### src/rtl/pipe_cla_pkg.sv
// rtl/pipe_cla_pkg.sv - shared constants, depth helper and stage record for pipe_cla_adder
package pipe_cla_pkg;

    localparam int DEF_WIDTH = 32;
    localparam int DEF_SEG_W = 4;

    function automatic int nseg(input int width, input int seg_w);
        return width / seg_w;
    endfunction

    typedef struct packed {
        logic                 valid;
        logic                 carry;
        logic [DEF_WIDTH-1:0] a_hi;
        logic [DEF_WIDTH-1:0] b_hi;
        logic [DEF_WIDTH-1:0] sum_lo;
    } stage_t;

endpackage

### src/rtl/pipe_cla_adder_seg.sv
// rtl/pipe_cla_adder_seg.sv - combinational SEG_W-bit carry-lookahead segment (cla_seg)
module cla_seg #(
    parameter int SEG_W = 4
) (
    input  logic [SEG_W-1:0] a,
    input  logic [SEG_W-1:0] b,
    input  logic             c_in,
    output logic [SEG_W-1:0] s,
    output logic             c_out,
    output logic             g_out,
    output logic             p_out
);

    logic [SEG_W-1:0] g;
    logic [SEG_W-1:0] p;
    logic [SEG_W:0]   c;
    logic             prod;
    logic             grp;

    always_comb begin
        g    = a & b;
        p    = a ^ b;
        c    = '0;
        prod = 1'b0;
        grp  = 1'b0;
        c[0] = c_in;
        // Each carry is a flat sum of generate terms gated by the propagates above them.
        for (int i = 0; i < SEG_W; i++) begin
            c[i+1] = g[i];
            prod   = p[i];
            for (int j = i - 1; j >= 0; j--) begin
                c[i+1] = c[i+1] | (prod & g[j]);
                prod   = prod & p[j];
            end
            c[i+1] = c[i+1] | (prod & c_in);
        end
        for (int i = 0; i < SEG_W; i++) begin
            grp = g[i] | (p[i] & grp);
        end
        s     = p ^ c[SEG_W-1:0];
        c_out = c[SEG_W];
        g_out = grp;
        p_out = &p;
    end

endmodule

### src/rtl/pipe_cla_adder.sv
// rtl/pipe_cla_adder.sv - pipelined segmented CLA adder, one segment per stage, valid/ready stall
// Optional PIPE_CLA_SUB_EN adds in_sub (a-b) and out_ovf (signed overflow).
module pipe_cla_adder
    import pipe_cla_pkg::*;
#(
    parameter int WIDTH = DEF_WIDTH,
    parameter int SEG_W = DEF_SEG_W
) (
    input  logic             clk,
    input  logic             rst_n,
    input  logic             in_valid,
    output logic             in_ready,
    input  logic [WIDTH-1:0] in_a,
    input  logic [WIDTH-1:0] in_b,
    input  logic             in_cin,
`ifdef PIPE_CLA_SUB_EN
    input  logic             in_sub,
    output logic             out_ovf,
`endif
    output logic             out_valid,
    input  logic             out_ready,
    output logic [WIDTH-1:0] out_sum,
    output logic             out_cout
);

    localparam int NSEG = nseg(WIDTH, SEG_W);

    if ((WIDTH % SEG_W) != 0 || WIDTH < SEG_W) begin : g_bad_width
        $error("pipe_cla_adder: WIDTH must be a non-zero multiple of SEG_W");
    end

    typedef struct packed {
        logic             valid;
        logic             carry;
        logic [WIDTH-1:0] a_hi;
        logic [WIDTH-1:0] b_hi;
        logic [WIDTH-1:0] sum_lo;
    } stage_rec_t;

    stage_rec_t       st_q   [NSEG];
    stage_rec_t       st_d   [NSEG];
    logic [WIDTH-1:0] opa    [NSEG];
    logic [WIDTH-1:0] opb    [NSEG];
    logic [WIDTH-1:0] sum_in [NSEG];
    logic             cin    [NSEG];
    logic             vin    [NSEG];
    logic [SEG_W-1:0] seg_s  [NSEG];
    logic             seg_c  [NSEG];
    logic             seg_g  [NSEG];
    logic             seg_p  [NSEG];
    logic             stall;

    // Stage k consumes what stage k-1 registered; stage 0 sees the input port directly.
    always_comb begin
        stall     = st_q[NSEG-1].valid & ~out_ready;
        opa[0]    = in_a;
        opb[0]    = in_b;
        cin[0]    = in_cin;
`ifdef PIPE_CLA_SUB_EN
        opb[0]    = in_sub ? ~in_b : in_b;
        cin[0]    = in_sub | in_cin;
`endif
        sum_in[0] = '0;
        vin[0]    = in_valid;
        for (int k = 1; k < NSEG; k++) begin
            opa[k]    = st_q[k-1].a_hi;
            opb[k]    = st_q[k-1].b_hi;
            cin[k]    = st_q[k-1].carry;
            sum_in[k] = st_q[k-1].sum_lo;
            vin[k]    = st_q[k-1].valid;
        end
    end

    for (genvar k = 0; k < NSEG; k++) begin : g_seg
        cla_seg #(.SEG_W(SEG_W)) u_seg (
            .a     (opa[k][k*SEG_W +: SEG_W]),
            .b     (opb[k][k*SEG_W +: SEG_W]),
            .c_in  (cin[k]),
            .s     (seg_s[k]),
            .c_out (seg_c[k]),
            .g_out (seg_g[k]),
            .p_out (seg_p[k])
        );
    end

    // Data only moves with valid tokens, so bubbles never disturb the held output value.
    always_comb begin
        for (int k = 0; k < NSEG; k++) begin
            st_d[k] = st_q[k];
            if (!stall) begin
                st_d[k].valid = vin[k];
                if (vin[k]) begin
                    st_d[k].a_hi   = opa[k];
                    st_d[k].b_hi   = opb[k];
                    st_d[k].carry  = seg_c[k];
                    st_d[k].sum_lo = sum_in[k];
                    st_d[k].sum_lo[k*SEG_W +: SEG_W] = seg_s[k];
                end
            end
        end
    end

`ifdef PIPE_CLA_SUB_EN
    logic out_ovf_q;
    logic out_ovf_d;

    always_comb begin
        out_ovf_d = out_ovf_q;
        if (!stall && vin[NSEG-1]) begin
            out_ovf_d = (opa[NSEG-1][WIDTH-1] == opb[NSEG-1][WIDTH-1]) &&
                        (seg_s[NSEG-1][SEG_W-1] != opa[NSEG-1][WIDTH-1]);
        end
    end
`endif

    always_ff @(posedge clk or negedge rst_n) begin
        if (!rst_n) begin
            for (int k = 0; k < NSEG; k++) begin
                st_q[k] <= '0;
            end
`ifdef PIPE_CLA_SUB_EN
            out_ovf_q <= 1'b0;
`endif
        end else begin
            for (int k = 0; k < NSEG; k++) begin
                st_q[k] <= st_d[k];
            end
`ifdef PIPE_CLA_SUB_EN
            out_ovf_q <= out_ovf_d;
`endif
        end
    end

    // Group generate/propagate must agree with the segment's own carry chain.
    always_ff @(posedge clk) begin
        for (int k = 0; k < NSEG; k++) begin
            if (rst_n) begin
                assert (seg_c[k] == (seg_g[k] | (seg_p[k] & cin[k])));
            end
        end
    end

    assign in_ready  = ~stall;
    assign out_valid = st_q[NSEG-1].valid;
    assign out_sum   = st_q[NSEG-1].sum_lo;
    assign out_cout  = st_q[NSEG-1].carry;
`ifdef PIPE_CLA_SUB_EN
    assign out_ovf   = out_ovf_q;
`endif

endmodule

### config.mk
export PLATFORM = sky130hd
export DESIGN_NAME = pipe_cla_adder
export DESIGN_NICKNAME = d
export VERILOG_FILES = /design/src/rtl/pipe_cla_pkg.sv /design/src/rtl/pipe_cla_adder_seg.sv /design/src/rtl/pipe_cla_adder.sv
export SDC_FILE = /design/constraint.sdc
export NUM_CORES = 1
export LEC_CHECK = 0
export ABC_AREA = 0
export CAP_MARGIN = 30
export CORE_MARGIN = 1.5
export CORE_UTILIZATION = 30
export DETAILED_ROUTE_END_ITERATION = 8
export PLACE_DENSITY_LB_ADDON = 0.1
export SYNTH_ARGS = -nofsm -noshare
export SYNTH_HDL_FRONTEND = slang
export SYNTH_HIERARCHICAL = 1
export SYNTH_SLANG_ARGS = --single-unit
### constraint.sdc
create_clock -name clk -period 4.49 [get_ports clk]
set_input_delay 0.898 -clock clk [delete_from_list [all_inputs] [get_ports clk]]
set_output_delay 0.898 -clock clk [all_outputs]
set_load 0.01 [all_outputs]
==> metrics.txt <==
die width 233 um; headroom to the max-slew limit ~41%; RePlAce Congestion 0.685; fin cells 1816; unrepaired setup endpoints after global routing no; Via density 4.35; Worst R2R Start out_valid$_DFFE_PN0N_; initial antenna violation count 0; CP max FO 10; CTS tree done; TNS Setup 0 ns; maximum vdd drop around 0.00034 V; TritonCTS Buffers 45; Post-CTS Hold Fix Bufs 0; Max Fclk about 290 MHz; Worst Path Arrival approximately 2.6 ns; std cell rows 84; Final WS setup 1.03 ns; Max Slew Vio Count 0; Power per Cell Area 785 nW/um2; Worst EP required 3.59 ns; CTS resizes 0; clk buf depth 3; core area 52400 um2; post-CTS setup buffers 0; reg2reg path depth 5; Yosys warnings 6; Post-Syn Area 15900 um2; Starting Density a little under a third; clk_skew 0.0122 ns; final hold slack 0.330 ns; routed vias about 7900; CTS sink cnt 384; Port Buffer Count 103; drt pass-1 iters 4; vias in the first global route 8349; Cells after Synth 1007; share of layout cells above drive strength 1 42.7%; clk slew on worst S/H paths around 0.050 ns; area delta synth->final 18.6%; final core occ 35.9%; Total Wirelength 30.2 mm; CTS Root Cell clkbuf_16; leak pwr ~8.2 nW; wire per inst 16.6 um; dpl ws 1.03 ns; syn_nets 1116; CP Launch Type primary input; Boundary Pins around 100; Tcrit/Tclk final 77.1%; Mean Syn Cell Area 15.8 um2; post-DP HPWL 19.2 mm; gr usage total a little under an eighth; first-pass GRT wire length between 40 and 50 mm; Inst Count DP 1739; Die Ht 233 um; H-tree Lvls 2; final hold vios 0; Crit. End Element output port; ANT cells 0; WS Path Type primary input to output port; Initial DRC Count roughly 340; Overflow after GRT 0; status finished clean; final antenna-violating net count 0; Hold Crit Class primary input to asynchronous set/reset pin; Nets around 1200; Worst Tran Pin Value 0.879 ns; FF-to-FF setup slack 2.05 ns; R2R Path End opb[144]$_DFFE_PN0P_; Setup Viol. Count Final 0; pin count of the biggest net entering global routing 95; Max-Cap Viols 0; die area between 50000 and 60000 um2; drt drc 0; worst skew pair latency 0.55 ns; min Tclk post-route 3.46 ns
==> worst max-delay path: stages <==
cell,delay (ns)
clkdlybuf4s50_1,0.40
nor2b_1,0.62
inv_8,0.12
clkdlybuf4s50_1,0.52
==> cells in the final DEF, fill, tap and decap left out, types with 6 or more instances in the layout <==
cell,count
inv_1,35
dfrtp_1,384
clkinv_2,7
fa_1,8
mux2_2,376
clkbuf_1,11
clkdlybuf4s50_1,102
a21oi_2,8
clkbuf_16,45
clkbuf_8,7
nand2_1,14
xor2_1,8
xnor2_1,16
a21oi_1,8
ha_1,32
nand2_2,6
a21o_1,16
==> sequential cells by signal, indices dropped and copies added, names as in the netlist <==
register and cells:
out_cout 1, opb 112, opa 112, out_valid 1, out_sum 32, st_q 119
cin 7
==> report_power, final <==
group | internal (mW) | total (mW) | switching (mW)
Combinational | 2.99 | 5.02 | 2.04
Sequential | 5.16 | 6.11 | 0.945
Clock | 2.24 | 3.64 | 1.40
==> per-stage QoR <==
| step | cell area, um2 | power [mW] |
|---|---|---|
| 2_1_floorplan | 15900 | 10.0 |
| 3_3_place_gp | 17300 | 11.2 |
| 3_5_place_dp | 17400 | 11.4 |
| 4_1_cts | 18800 | 15.1 |
| 5_1_grt | 18800 | 15.9 |
| 6_report | 18800 | 14.8 |
==> area by class of cell <==
class,instances,area (um2)
clock buffers,63,1260
clock inverters,14,200
fillers,4971,33600
inverters,36,143
multi-input cells,517,5540
flip-flops and latches,384,9610
well taps,688,861
repair buffers,114,1210
==> worst max-delay path by stage <==
stage                   start              endpoint  slack [ns]  depth (start not counted)
floorplan           out_ready              in_ready        2.37                          3
global placement    out_ready  opb[205]$_DFFE_PN0P_         1.0                          5
detailed placement  out_ready              in_ready        1.03                          4
CTS                 out_ready              in_ready        1.02                          4
global route        out_ready              in_ready        0.94                          4
finish              out_ready              in_ready        1.03                          4
==> per-layer routing <==
metal	wire, um	part of all wire [%]	GRT usage (%)
met2	12400	41	16.7
met1	15900	53	17.6
met3	1220	4.0	2.78
met4	663	2.2	3.49
met5	0	0	0
Note: power is estimated with default switching activity, not from simulation.
